--- config.mk ---
export PLATFORM = sky130hd
export DESIGN_NAME = alu_decoder
export DESIGN_NICKNAME = d
export VERILOG_FILES = /design/src/rtl/alu_pkg.sv /design/src/rtl/alu_decode_comb.sv /design/src/rtl/alu_decoder.sv
export SDC_FILE = /design/constraint.sdc
export NUM_CORES = 1
export LEC_CHECK = 0
export ABC_AREA = 1
export ABC_CLOCK_PERIOD_IN_PS = 1400
export BUFFER_PORTS_ARGS = -buffer_cell sky130_fd_sc_hd__buf_4
export CORE_ASPECT_RATIO = 1.75
export CORE_MARGIN = 3
export CORE_UTILIZATION = 43
export CTS_BUF_LIST = sky130_fd_sc_hd__clkbuf_8
export CTS_CLUSTER_DIAMETER = 60
export CTS_CLUSTER_SIZE = 12
export DETAILED_ROUTE_END_ITERATION = 8
export PLACE_DENSITY = 0.87
export SYNTH_ARGS = -nofsm -noshare
export SYNTH_HDL_FRONTEND = slang
export SYNTH_SLANG_ARGS = --single-unit
export TNS_END_PERCENT = 50
--- constraint.sdc ---
create_clock -name clk -period 1.4 [get_ports clk]
set_input_delay 0.14 -clock clk [delete_from_list [all_inputs] [get_ports clk]]
set_output_delay 0.14 -clock clk [all_outputs]
set_load 0.02 [all_outputs]
--- src/rtl/alu_pkg.sv ---
// Shared ALU definitions: opcodes, funct3 function codes and the decoded bundle.
// Consumed by the decoder and by the ALU datapath.
package alu_pkg;

    localparam int INSTR_W = 32;
    localparam int FUNC_W  = 3;
    localparam int REG_W   = 4;

    localparam logic [6:0] OPC_OP    = 7'b0110011;
    localparam logic [6:0] OPC_OPIMM = 7'b0010011;
    localparam logic [6:0] OPC_LUI   = 7'b0110111;

    localparam logic [FUNC_W-1:0] FUNC_ADD  = 3'b000;
    localparam logic [FUNC_W-1:0] FUNC_SLL  = 3'b001;
    localparam logic [FUNC_W-1:0] FUNC_SLT  = 3'b010;
    localparam logic [FUNC_W-1:0] FUNC_SLTU = 3'b011;
    localparam logic [FUNC_W-1:0] FUNC_XOR  = 3'b100;
    localparam logic [FUNC_W-1:0] FUNC_SRL  = 3'b101;
    localparam logic [FUNC_W-1:0] FUNC_OR   = 3'b110;
    localparam logic [FUNC_W-1:0] FUNC_AND  = 3'b111;

    localparam logic [6:0] F7_BASE = 7'b0000000;
    localparam logic [6:0] F7_ALT  = 7'b0100000;

    typedef struct packed {
        logic [FUNC_W-1:0] func;
        logic              f7_bit;
        logic [REG_W-1:0]  rs1;
        logic [REG_W-1:0]  rs2;
        logic [REG_W-1:0]  rd;
        logic              use_imm;
        logic              illegal;
    } dec_t;

    // RV32E only has x0-x15
    function automatic logic reg_ok(input logic [4:0] r);
        return !r[4];
    endfunction

endpackage

--- src/rtl/alu_decode_comb.sv ---
// Combinational field extraction and legality check for ALU instructions.
// LUI decoding is enabled by defining ALU_DEC_LUI_EN.
module alu_decode_comb
    import alu_pkg::*;
#(
    parameter int SIZE = 32
) (
    input  logic [INSTR_W-1:0] instr_i,
    output dec_t               dec_o,
    output logic [SIZE-1:0]    imm_o
);

    logic [6:0]        opc;
    logic [FUNC_W-1:0] funct3;
    logic [6:0]        funct7;
    logic [4:0]        rs1f;
    logic [4:0]        rs2f;
    logic [4:0]        rdf;
    logic [31:0]       imm32;
    logic              legal;
    logic              shamt_ok;

    assign opc    = instr_i[6:0];
    assign rdf    = instr_i[11:7];
    assign funct3 = instr_i[14:12];
    assign rs1f   = instr_i[19:15];
    assign rs2f   = instr_i[24:20];
    assign funct7 = instr_i[31:25];

    always_comb begin
        dec_o    = '0;
        imm32    = '0;
        legal    = 1'b0;
        shamt_ok = 1'b1;
        if (funct3 == FUNC_SLL) begin
            shamt_ok = (funct7 == F7_BASE);
        end else if (funct3 == FUNC_SRL) begin
            shamt_ok = (funct7 == F7_BASE) || (funct7 == F7_ALT);
        end
        case (opc)
            OPC_OP: begin
                legal = ((funct7 == F7_BASE) ||
                         ((funct7 == F7_ALT) &&
                          ((funct3 == FUNC_ADD) || (funct3 == FUNC_SRL))))
                        && reg_ok(rs1f) && reg_ok(rs2f) && reg_ok(rdf);
                dec_o.func    = funct3;
                dec_o.f7_bit  = instr_i[30];
                dec_o.rs1     = rs1f[3:0];
                dec_o.rs2     = rs2f[3:0];
                dec_o.rd      = rdf[3:0];
                dec_o.use_imm = 1'b0;
            end
            OPC_OPIMM: begin
                legal = shamt_ok && reg_ok(rs1f) && reg_ok(rdf);
                dec_o.func    = funct3;
                dec_o.f7_bit  = (funct3 == FUNC_SRL) && instr_i[30];
                dec_o.rs1     = rs1f[3:0];
                dec_o.rd      = rdf[3:0];
                dec_o.use_imm = 1'b1;
                imm32 = {{20{instr_i[31]}}, instr_i[31:20]};
            end
`ifdef ALU_DEC_LUI_EN
            OPC_LUI: begin
                legal = reg_ok(rdf);
                dec_o.func    = FUNC_ADD;
                dec_o.rd      = rdf[3:0];
                dec_o.use_imm = 1'b1;
                imm32 = {instr_i[31:12], 12'b0};
            end
`endif
            default: begin
                legal = 1'b0;
            end
        endcase
        // An illegal bundle carries no operation, only the flag
        if (!legal) begin
            dec_o = '0;
            imm32 = '0;
        end
        dec_o.illegal = !legal;
    end

    assign imm_o = SIZE'($signed(imm32));

endmodule

--- src/rtl/alu_decoder.sv ---
// ALU instruction decoder: one-entry valid/ready output register plus a
// saturating illegal-instruction counter. LUI support via ALU_DEC_LUI_EN.
module alu_decoder
    import alu_pkg::*;
#(
    parameter int SIZE      = 32,
    parameter int ILL_CNT_W = 8
) (
    input  logic                 clk,
    input  logic                 rst,
    input  logic                 in_valid,
    output logic                 in_ready,
    input  logic [INSTR_W-1:0]   in_instr,
    output logic                 out_valid,
    input  logic                 out_ready,
    output logic [FUNC_W-1:0]    out_func_type,
    output logic                 out_f7_bit,
    output logic [REG_W-1:0]     out_rs1,
    output logic [REG_W-1:0]     out_rs2,
    output logic [REG_W-1:0]     out_rd,
    output logic [SIZE-1:0]      out_imm,
    output logic                 out_use_imm,
    output logic                 out_illegal,
    output logic [ILL_CNT_W-1:0] ill_count
);

    dec_t                 dec;
    dec_t                 out_q;
    dec_t                 out_d;
    logic [SIZE-1:0]      imm;
    logic [SIZE-1:0]      imm_q;
    logic [SIZE-1:0]      imm_d;
    logic                 valid_q;
    logic                 valid_d;
    logic [ILL_CNT_W-1:0] ill_q;
    logic [ILL_CNT_W-1:0] ill_d;
    logic                 accept;

    alu_decode_comb #(
        .SIZE(SIZE)
    ) u_comb (
        .instr_i(in_instr),
        .dec_o  (dec),
        .imm_o  (imm)
    );

    assign in_ready = !valid_q || out_ready;
    assign accept   = in_valid && in_ready;

    always_comb begin
        out_d   = out_q;
        imm_d   = imm_q;
        valid_d = valid_q;
        ill_d   = ill_q;
        if (accept) begin
            out_d   = dec;
            imm_d   = imm;
            valid_d = 1'b1;
            if (dec.illegal && (ill_q != '1)) begin
                ill_d = ill_q + ILL_CNT_W'(1);
            end
        end else if (out_ready) begin
            valid_d = 1'b0;
        end
    end

    always_ff @(posedge clk or posedge rst) begin
        if (rst) begin
            out_q   <= '0;
            imm_q   <= '0;
            valid_q <= 1'b0;
            ill_q   <= '0;
        end else begin
            out_q   <= out_d;
            imm_q   <= imm_d;
            valid_q <= valid_d;
            ill_q   <= ill_d;
        end
    end

    assign out_valid     = valid_q;
    assign out_func_type = out_q.func;
    assign out_f7_bit    = out_q.f7_bit;
    assign out_rs1       = out_q.rs1;
    assign out_rs2       = out_q.rs2;
    assign out_rd        = out_q.rd;
    assign out_imm       = imm_q;
    assign out_use_imm   = out_q.use_imm;
    assign out_illegal   = out_q.illegal;
    assign ill_count     = ill_q;

endmodule

==> results of run 1 <==
-- flip-flops by register name, indices dropped and copies added, names as in the netlist --
signal / flops
out_rs2: 4
out_rd: 4
out_func_type: 3
out_imm: 12
out_illegal: 1
out_use_imm: 1
out_f7_bit: 1
ill_count: 8
out_rs1: 4
out_valid: 1
-- cell families (layout without fill, tap and decap cells) --
kind of cell / count (synthesis) / after routing / share of synthesized area
AO/OA/AOI/OAI: 9 / 9 / 0.0249
XOR/XNOR: 6 / 6 / 0.0268
adder cells (fa/ha/maj): 1 / 1 / 0.00638
buffers and inverters: 43 / 148 / 0.128
flip-flops: 39 / 39 / 0.498
AND/OR/NAND/NOR: 146 / 146 / 0.316
-- where the power goes --
| group | internal, mW | leakage [nW] | total [mW] | switching (mW) |
|---|---|---|---|---|
| clock | 0.341 | 0.0453 | 0.738 | 0.397 |
| combinational | 0.390 | 1.10 | 0.790 | 0.400 |
| sequential | 1.20 | 0.527 | 1.25 | 0.0548 |
| total | 1.93 | 1.67 | 2.78 | 0.852 |
-- worst max-delay path, delay by kind of cell, from the launching register on --
family / cells / cell delay, ps
simple gates: 4 / 300
fa+ha+maj: 1 / 170
flops: 1 / 430
buf+inv: 1 / 160
compound gates: 2 / 180
-- cell type report --
type | count | area [sq um]
repair buffers | 124 | 975
flip-flops and latches | 39 | 980
clock buffers | 5 | 68.8
inverters | 16 | 60.1
fillers | 350 | 1340
well taps | 49 | 61.3
multi-input cells | 162 | 762
clock inverters | 3 | 16.3
-- metrics by stage --
stage	std cells	hold slack, ps	total power, mW	util
4_1_cts	397	34.7	2.76	0.680
5_1_grt	398	41.4	2.92	0.685
3_3_place_gp	387	280	1.98	0.655
3_5_place_dp	387	291	2.01	0.655
2_1_floorplan	244	250	1.61	-
6_report	398	42.2	2.78	0.685
-- placed cells by master (no fill, tap or decap), types with 4 or more instances in the layout --
cell | netlist | routed
xnor2_1 | 5 | 5
nand4_1 | 17 | 17
o21ai_0 | 6 | 4
nor2_1 | 13 | 12
nand3_1 | 6 | 5
buf_4 | 21 | 119
dfrtp_1 | 39 | 36
nand2_2 | 4 | 6
clkbuf_8 | 0 | 5
inv_1 | 15 | 16
nand2_1 | 103 | 101
-- timing repair --
action	CTS	global route
hold endpoints to repair	39	0
hold buffers	1	0
buffers inserted	1	1
endpoints found under the setup margin	28	8
resized for setup	2	6
pin swaps	1	1
gates cloned	0	0
-- worst max path at each step --
stage | from | to | slack, ps | cells past startpoint
final | ill_count[1]$_DFFE_PP0P_ | ill_count[5]$_DFFE_PP0P_ | 50 | 8
after global routing | ill_count[0]$_DFFE_PP0P_ | ill_count[4]$_DFFE_PP0P_ | -30 | 8
after CTS | ill_count[0]$_DFFE_PP0P_ | ill_count[2]$_DFFE_PP0P_ | 10 | 8
after detailed placement | in_instr[29] | ill_count[7]$_DFFE_PP0P_ | -110 | 13
after global placement | in_instr[3] | ill_count[6]$_DFFE_PP0P_ | -70 | 9
after floorplan | ill_count[0]$_DFFE_PP0P_ | ill_count[2]$_DFFE_PP0P_ | 9 | 8
-- metal layers --
layer	share of wire	vias to the layer above
li1	-	958
met1	0.37	886
met2	0.56	64
met3	0.056	7
met4	0.013	0
met5	0	-
==> flow_summary_export.csv, run 1 <==
group,metric,value,unit
synthesis,synth_top_area_share,0.498,
hold_path,hold_start,"in_instr[16]",
synthesis,syn_area,0.00196,sq mm
timing,period_needed,1350,ps
synthesis,syn_avg_cell_area,8.03,sq um
clock_network,cts_num_sinks,39,
setup_path,r2r-end,"ill_count[5]$_DFFE_PP0P_",
global_routing,first_global_vias,1879,
clock_network,cts_tree,"done",
global_routing,grt_antenna_before_repair,0,
flow_run,max-cap-violations,0,
clock_network,clock_latency,290,ps
synthesis,synth_cells,244,
setup_path,critPathSlowestCell,"dfrtp_2",
setup_path,start_kind,"register",
finish,final_cell_area,0.00292,sq mm
placement,hpwlAfterDp,4.04,mm
placement,place_area,0.00279,sq mm
synthesis,synth_seq_area_share,0.498,
power,p_per_area,951,mW/mm^2
timing,fin_ws,49.7,ps
setup_path,reg2regPathDepth,8,
synthesis,synth_ff_type,"dfrtp_1",
power,leakage,1.67,nW
finish,final_nets,385,
timing,fin_crit_sh,0.965,
setup_path,r2r_start,"ill_count[1]$_DFFE_PP0P_",
drt,drtIter0Drc,71,
drt,via_count,1915,
global_routing,met2_usage,0.374,
timing,slew_headroom,0.681,
placement,pre_cts_slack,-107,ps
timing,finalSetupTns,0,ps
clock_network,tritoncts.num_buffers,5,
drt,vias_per_cell,4.81,
setup_path,worstPathMaxFanout,4,
power,ir_drop,0.00125,V
timing,skew,5.71,ps
setup_path,crit_path_frequent_cell,"nand2_1",
floorplan,coreArea,0.00427,sq mm
timing,finalMaxSlewViolations,0,
drt,drtAntennaViolNets,0,
finish,area_growth,49.2,%
setup_path,cp.arrival,1520,ps
synthesis,synthTopCellsByCount,"103 x nand2_1, 39 x dfrtp_1, 21 x buf_4, 17 x nand4_1, 15 x inv_1",
setup_path,required,1570,ps
hold_path,hold_depth,3,
global_routing,grt_pass1_wl,8.44,mm
drt,drc,0,
clock_network,cts_max_level,2,
drt,wl_per_cell,13.0,um
timing,clock.fmax,741,MHz
drt,first_pass_iters,4,
synthesis,synth-edff-count,0,
setup_path,reg2reg_slack,50,ps
synthesis,synthTopCellsByArea,"dfrtp_1 50%, nand2_1 20%, buf_4 8.0%",
placement,gp_congestion,0.864,
timing,rsz0062_at_grt,"true",
global_routing,overflow,0,
floorplan,num_rows,31,
global_routing,use_met3,0.0420,
timing,setup_violations,0,
synthesis,yosysMostFrequentCell,"nand2_1",
floorplan,initial_core_util,0.459,
hold_path,hold_class,"input port to register",
floorplan,die_height,95.3,um
synthesis,ys_seq_elements,39,
synthesis,yosysUniqueCellTypes,22,
global_routing,grt_usage,0.196,
clock_network,clk_pin_slew,80,ps
synthesis,syn-num-nets,281,
global_routing,grt_max_degree,40,
drt,drt_wl_total,5.19,mm
hold_path,min_to,"out_rs1[1]$_DFFE_PP0P_",
run_status,status,"complete, no violations",
placement,port-buffer-count,95,
floorplan,fp.dieW,57.0,um
finish,n_antenna_cell,0,
global_routing,use_met1,0.212,
setup_path,cpPeakStageDelay,430,ps
timing,worstMarginPinSlew,479,ps
synthesis,async_reset_ff_frac,1.00,
synthesis,yosysTopAreaCell,"dfrtp_1",
setup_path,worstSetupPathType,"register to register",
global_routing,busiest_layer,"met2",
synthesis,yosys_warnings,0,
floorplan,dieArea,0.00543,sq mm
setup_path,end_kind,"register",
finish,drive_gt1_frac,0.415,
clock_network,cts.path.max_buffers,2,
setup_path,path_cells,"ha_4 -> nand3_2 -> nor2_1 -> a31oi_1 -> nand2_1 -> buf_4 -> nand2_1 -> o21ai_1",
floorplan,io_pins,96,
clock_network,cts_root_buf,"clkbuf_8",
timing,hold_viol,0,
No activity file was read; power rests on OpenSTA's default activity.
==> inputs of run 2 (changes only) <==
--- a/config.mk
+++ b/config.mk
@@ -10,13 +10,15 @@
 export BUFFER_PORTS_ARGS = -buffer_cell sky130_fd_sc_hd__buf_4
 export CORE_ASPECT_RATIO = 1.75
 export CORE_MARGIN = 3
-export CORE_UTILIZATION = 43
+export CORE_UTILIZATION = 45
 export CTS_BUF_LIST = sky130_fd_sc_hd__clkbuf_8
 export CTS_CLUSTER_DIAMETER = 60
 export CTS_CLUSTER_SIZE = 12
 export DETAILED_ROUTE_END_ITERATION = 8
-export PLACE_DENSITY = 0.87
+export PLACE_DENSITY = 0.83
+export REMOVE_ABC_BUFFERS = 1
 export SYNTH_ARGS = -nofsm -noshare
 export SYNTH_HDL_FRONTEND = slang
+export SYNTH_HIERARCHICAL = 1
 export SYNTH_SLANG_ARGS = --single-unit
 export TNS_END_PERCENT = 50
==> flow_summary_export.csv, run 2 <==
group,metric,value,unit
drt,drtIter0Drc,184,
power,switching_share,0.279,
timing,finalMaxSlewViolations,0,
drt,drt_wl_total,7.01,mm
drt,wl_per_cell,12.1,um
power,power.clock.fraction,0.336,
placement,port-buffer-count,95,
synthesis,synth_top_area_share,0.486,
drt,wl_met3,319,um
power,p_per_area,961,mW/mm^2
setup_path,start_kind,"register",
synthesis,yosysUniqueCellTypes,25,
hold_path,hold_class,"input port to register",
synthesis,yosysTopAreaCell,"dfrtp_1",
global_routing,grt_usage,0.195,
clock_network,cts_num_sinks,59,
synthesis,synthTopCellsByArea,"dfrtp_1 49%, nand2_1 25%, buf_4 4.9%",
finish,area_growth,30.7,%
finish,final_cell_mix,"203 x nand2_1, 111 x buf_4, 59 x dfrtp_1",
timing,period_needed,1300,ps
timing,skew,4.29,ps
synthesis,ys_seq_elements,59,
setup_path,r2r_start,"out_valid$_DFFE_PP0P_",
power,ir_drop,0.000837,V
timing,worstMarginPinSlew,425,ps
setup_path,r2r-end,"out_imm[10]$_DFFE_PP0P_",
setup_path,critical_path_buf_inv_count,1,
placement,gp_congestion,0.826,
synthesis,synthTopCellsByCount,"203 x nand2_1, 59 x dfrtp_1, 35 x inv_1, 31 x nor2_1, 20 x buf_4",
power,p_seq_frac,0.482,
synthesis,async_reset_ff_frac,1.00,
setup_path,critPathSlowestCell,"buf_4",
drt,via_count,2694,
finish,final_nets,533,
timing,rsz0062_at_grt,"false",
floorplan,coreArea,0.00654,sq mm
placement,hpwlAfterDp,5.08,mm
synthesis,synth_seq_area_share,0.486,
setup_path,reg2regPathDepth,5,
finish,n_antenna_cell,0,
timing,setup_violations,0,
timing,slew_headroom,0.716,
power,leakage,2.37,nW
setup_path,end_kind,"register",
clock_network,clk_pin_slew,60,ps
global_routing,grt_antenna_before_repair,0,
floorplan,num_rows,39,
setup_path,reg2reg_slack,100,ps
clock_network,tritoncts.num_buffers,9,
power,internal-power,2.75,mW
setup_path,worstPathMaxFanout,43,
drt,wl_met1,2.67,mm
drt,vias_per_cell,4.65,
drt,top_layer_used,"met4",
setup_path,cpLargestDelayFamily,"simple AND/OR/NAND/NOR gates",
clock_network,cts_tree,"done",
power,power.total,3.81,mW
synthesis,yosysMostFrequentCell,"nand2_1",
synthesis,synth_cells,402,
synthesis,synth-edff-count,0,
finish,final_common_cell,"nand2_1",
clock_network,post_cts_buffers,0,
clock_network,cts_root_buf,"clkbuf_8",
global_routing,first_global_vias,2608,
setup_path,worstSetupPathType,"register to register",
floorplan,io_pins,96,
timing,finalSetupTns,0,ps
power,p_switching,1.06,mW
synthesis,synth_ff_type,"dfrtp_1",
flow_run,max-cap-violations,0,
hold_path,hold_depth,4,
drt,drc,0,
finish,fillers,592,
setup_path,cp.arrival,1570,ps
timing,fin_ws,98.8,ps
timing,clock.fmax,769,MHz
setup_path,required,1670,ps
synthesis,syn_area,0.00304,sq mm
timing,fin_crit_sh,0.929,
clock_network,cts_max_level,3,
synthesis,yosys_warnings,6,
clock_network,cts.path.max_buffers,2,
setup_path,cpPeakStageDelay,400,ps
drt,first_pass_iters,4,
floorplan,fp.dieW,68.1,um
timing,hold_viol,0,
setup_path,path_cells,"nand2_4 -> nand2_4 -> buf_4 -> nand2_1 -> nand2_1",
hold_path,min_to,"out_valid$_DFFE_PP0P_",
floorplan,dieArea,0.00781,sq mm
global_routing,grt_max_degree,60,
global_routing,overflow,0,
clock_network,clock_latency,340,ps
run_status,status,"complete, no violations",
floorplan,initial_core_util,0.465,
placement,pre_cts_slack,-170,ps
finish,drive_gt1_frac,0.304,
power,combPwrFrac,0.182,
finish,largest_register_ffs,32,
floorplan,die_height,115,um
synthesis,syn_avg_cell_area,7.56,sq um
global_routing,grt_pass1_wl,11.4,mm
drt,drtAntennaViolNets,0,
hold_path,hold_start,"out_ready",
drt,met2WireLength,3.85,mm
## run 2: changes by cell type after synthesis, sizes merged, moves of 2 or more
cell and change:
nand4 -15, clkbuf -3, nand3 +4, inv +21, nand2 +101, buf +8
xnor2 -5, xor2 +2, nor2 +29, o21ai -5, dfrtp +20
## run 2: worst max-delay path by stage
stage	cells after the start	slack, ps	end	from
after global placement	10	-90	out_imm[18]$_DFFE_PP0P_	in_instr[3]
after detailed placement	10	-170	out_imm[18]$_DFFE_PP0P_	in_instr[3]
after floorplan	8	-680	out_imm[11]$_DFFE_PP0P_	in_instr[3]
final	5	100	out_imm[10]$_DFFE_PP0P_	out_valid$_DFFE_PP0P_
after global routing	5	4	out_imm[21]$_DFFE_PP0P_	out_valid$_DFFE_PP0P_
after CTS	6	60	ill_count[2]$_DFFE_PP0P_	ill_count[0]$_DFFE_PP0P_
## run 2: area by class of cell
class | count | area, sq um | share of cell area
clock inverter | 1 | 3.75 | 0.000945
timing repair buffer | 115 | 903 | 0.227
sequential | 59 | 1480 | 0.372
inverter | 36 | 135 | 0.0340
clock buffer | 11 | 151 | 0.0381
tap | 82 | 103 | 0.0258
multi-input combinational | 275 | 1200 | 0.302
## run 2: cell families (layout without fill, tap and decap cells)
logic type / count (synthesis) / after routing / synth area share
simple gates: 268 / 268 / 0.373
compound gates: 3 / 3 / 0.00618
fa+ha+maj: 1 / 1 / 0.00412
xor+xnor: 3 / 3 / 0.00865
flops: 59 / 59 / 0.486
buf+inv: 68 / 163 / 0.122
## run 2: power groups by stage
stage	sequential, mW	combinational (mW)	clock, mW
final	1.84	0.694	1.28
after global routing	1.84	0.768	1.39
after CTS	1.84	0.703	1.32
after detailed placement	1.87	0.697	0
after global placement	1.86	0.680	0
after floorplan	1.94	0.278	0
## run 2: stage by stage
stage / hold WS [ps] / utilization / std cells / area, sq um
after detailed placement: 236 / 0.581 / 566 / 3800
final: 106 / 0.607 / 579 / 3970
after CTS: 92.8 / 0.606 / 579 / 3960
after global placement: 232 / 0.581 / 566 / 3800
after global routing: 109 / 0.607 / 579 / 3970
after floorplan: 330 / - / 370 / 2800
## run 2: routing by layer
metal,global-route usage,vias up
li1,-,1353
met1,0.204,1251
met2,0.348,75
met3,0.0354,15
met4,0.110,0
met5,0,-
## run 2: repair_timing
| item | in CTS | in global routing |
|---|---|---|
| endpoints found under the setup margin | 0 | 8 |
| gates resized for setup | 0 | 1 |
| hold endpoints to repair | 59 | 0 |
| hold buffers | 1 | 0 |
## run 2: worst register-to-register path, cell delays in order (launching register included)
cell and delay, ps:
dfrtp_1 380, nand2_4 80, nand2_4 120, buf_4 400, nand2_1 140, nand2_1 110
==> inputs of run 3 (changes only) <==
--- a/config.mk
+++ b/config.mk
@@ -15,8 +15,10 @@
 export CTS_CLUSTER_DIAMETER = 60
 export CTS_CLUSTER_SIZE = 12
 export DETAILED_ROUTE_END_ITERATION = 8
-export PLACE_DENSITY = 0.83
+export PLACE_DENSITY = 0.78
 export REMOVE_ABC_BUFFERS = 1
+export SETUP_SLACK_MARGIN = 0.5
+export SLEW_MARGIN = 20
 export SYNTH_ARGS = -nofsm -noshare
 export SYNTH_HDL_FRONTEND = slang
 export SYNTH_HIERARCHICAL = 1
==> flow_summary_export.csv, run 3 (synthesis gave the netlist of run 2 again) <==
group,metric,value,unit
drt,drc,0,
drt,wl_per_cell,15.7,um
drt,via_count,3017,
floorplan,dieArea,0.00781,sq mm
drt,drtAntennaViolNets,0,
timing,setup_violations,0,
floorplan,die_height,115,um
clock_network,cts_tree,"done",
setup_path,start_kind,"input port",
global_routing,first_global_vias,3122,
hold_path,hold_depth,5,
timing,rsz0062_at_grt,"true",
power,p_per_area,907,mW/mm^2
floorplan,fp.dieW,68.1,um
setup_path,end_kind,"register",
power,switching_share,0.283,
drt,drtIter0Drc,236,
floorplan,initial_core_util,0.465,
placement,hpwlAfterDp,5.13,mm
hold_path,hold_class,"input port to register",
finish,postLayoutCoreUtil,0.774,
timing,hold_viol,0,
floorplan,coreArea,0.00654,sq mm
global_routing,overflow,0,
global_routing,grt_pass1_wl,14.8,mm
placement,port-buffer-count,95,
power,ir_drop,0.000718,V
power,internal-power,3.29,mW
clock_network,cts_max_level,3,
setup_path,worstSetupPathType,"input port to register",
placement,gp_congestion,0.854,
finish,final_common_cell,"nand2_1",
setup_path,required,1680,ps
timing,worstMarginPinSlew,317,ps
setup_path,cp.arrival,1530,ps
floorplan,num_rows,39,
power,combPwrFrac,0.241,
drt,drt_wl_total,9.73,mm
finish,final_cell_mix,"159 x nand2_1, 108 x buf_4, 57 x dfrtp_1",
setup_path,reg2regPathDepth,7,
drt,first_pass_iters,4,
clock_network,tritoncts.num_buffers,9,
power,power.clock.fraction,0.352,
finish,area_growth,66.6,%
finish,largest_register_ffs,32,
clock_network,clk_pin_slew,60,ps
floorplan,io_pins,96,
global_routing,grt_usage,0.258,
global_routing,grt_max_degree,60,
clock_network,clock_latency,340,ps
finish,drive_gt1_frac,0.483,
timing,clock.fmax,798,MHz
power,p_switching,1.30,mW
timing,finalMaxSlewViolations,0,
finish,n_antenna_cell,0,
power,leakage,2.83,nW
timing,fin_crit_sh,0.895,
global_routing,grt_antenna_before_repair,0,
clock_network,cts.path.max_buffers,2,
flow_run,max-cap-violations,0,
drt,vias_per_cell,4.87,
setup_path,worstPathMaxFanout,5,
clock_network,cts_root_buf,"clkbuf_8",
timing,slew_headroom,0.789,
power,p_seq_frac,0.407,
timing,period_needed,1250,ps
run_status,status,"complete, no violations",
finish,final_nets,570,
clock_network,cts_num_sinks,59,
power,power.total,4.59,mW
timing,finalSetupTns,0,ps
timing,skew,7.61,ps
==> run 3: final cells by class <==
| class | instances | area (sq um) |
|---|---|---|
| Fill cell | 438 | 1480 |
| Inverter | 36 | 148 |
| Tap cell | 82 | 103 |
| Timing Repair Buffer | 152 | 1640 |
| Multi-Input combinational cell | 275 | 1490 |
| Sequential cell | 59 | 1480 |
| Clock buffer | 12 | 165 |
| Clock inverter | 4 | 41.3 |
==> run 3: what timing repair did <==
action	4_1_cts	5_1_grt
setup buffers	19	2
hold buffers	1	0
gates cloned	13	1
endpoints found under the setup margin	118	119
gates resized for setup	74	66
hold endpoints to repair	59	0
pin swaps	19	35
==> run 3: final timing paths <==
path                                           from                       end  slack [ps]
setup reg to reg           ill_count[0]$_DFFE_PP0P_  ill_count[3]$_DFFE_PP0P_         150
setup / recovery                       in_instr[26]   out_imm[18]$_DFFE_PP0P_         150
hold reg to reg              out_rs1[0]$_DFFE_PP0P_    out_rs1[0]$_DFFE_PP0P_         480
hold / removal                         in_instr[16]    out_rs1[1]$_DFFE_PP0P_         110
min in group asynchronous                       rst     out_rd[2]$_DFFE_PP0P_         420
max in group asynchronous                       rst  ill_count[4]$_DFFE_PP0P_         700
==> run 3: power by group through the flow <==
stage	logic (mW)	registers, mW	clock network (mW)
after floorplan	0.278	1.94	0
after global placement	0.680	1.87	0
after detailed placement	0.689	1.88	0
after CTS	1.02	1.84	1.62
after global routing	1.18	1.88	1.72
final	1.10	1.87	1.62
==> run 3: metrics by stage <==
stage	hold WS [ps]	area [sq um]	worst slack, ps	cells
finish	110	5060	146	620
CTS	87.8	4820	196	617
floorplan	330	2800	-678	370
detailed placement	236	3810	-126	568
global route	115	5060	80.8	620
global placement	233	3810	-92.0	568
==> run 3: critical path, cell delays in order <==
cell	delay, ps
buf_6	100
nor2_4	100
nand2_2	110
nor2_4	130
inv_1	40
nand2_1	50
nand2_1	60
nand2_2	120
nand4_4	120
nor2_4	160
buf_6	140
clkbuf_16	150
nand2_2	50
nand2_1	50
==> run 3: routing by layer <==
metal  wire [um]  vias to the layer above  GRT usage
met5           0                        -          0
met1        3320                     1431      0.266
met4         506                        0      0.147
li1            -                     1441          -
met2        5530                      108      0.463
met3         374                       37     0.0511
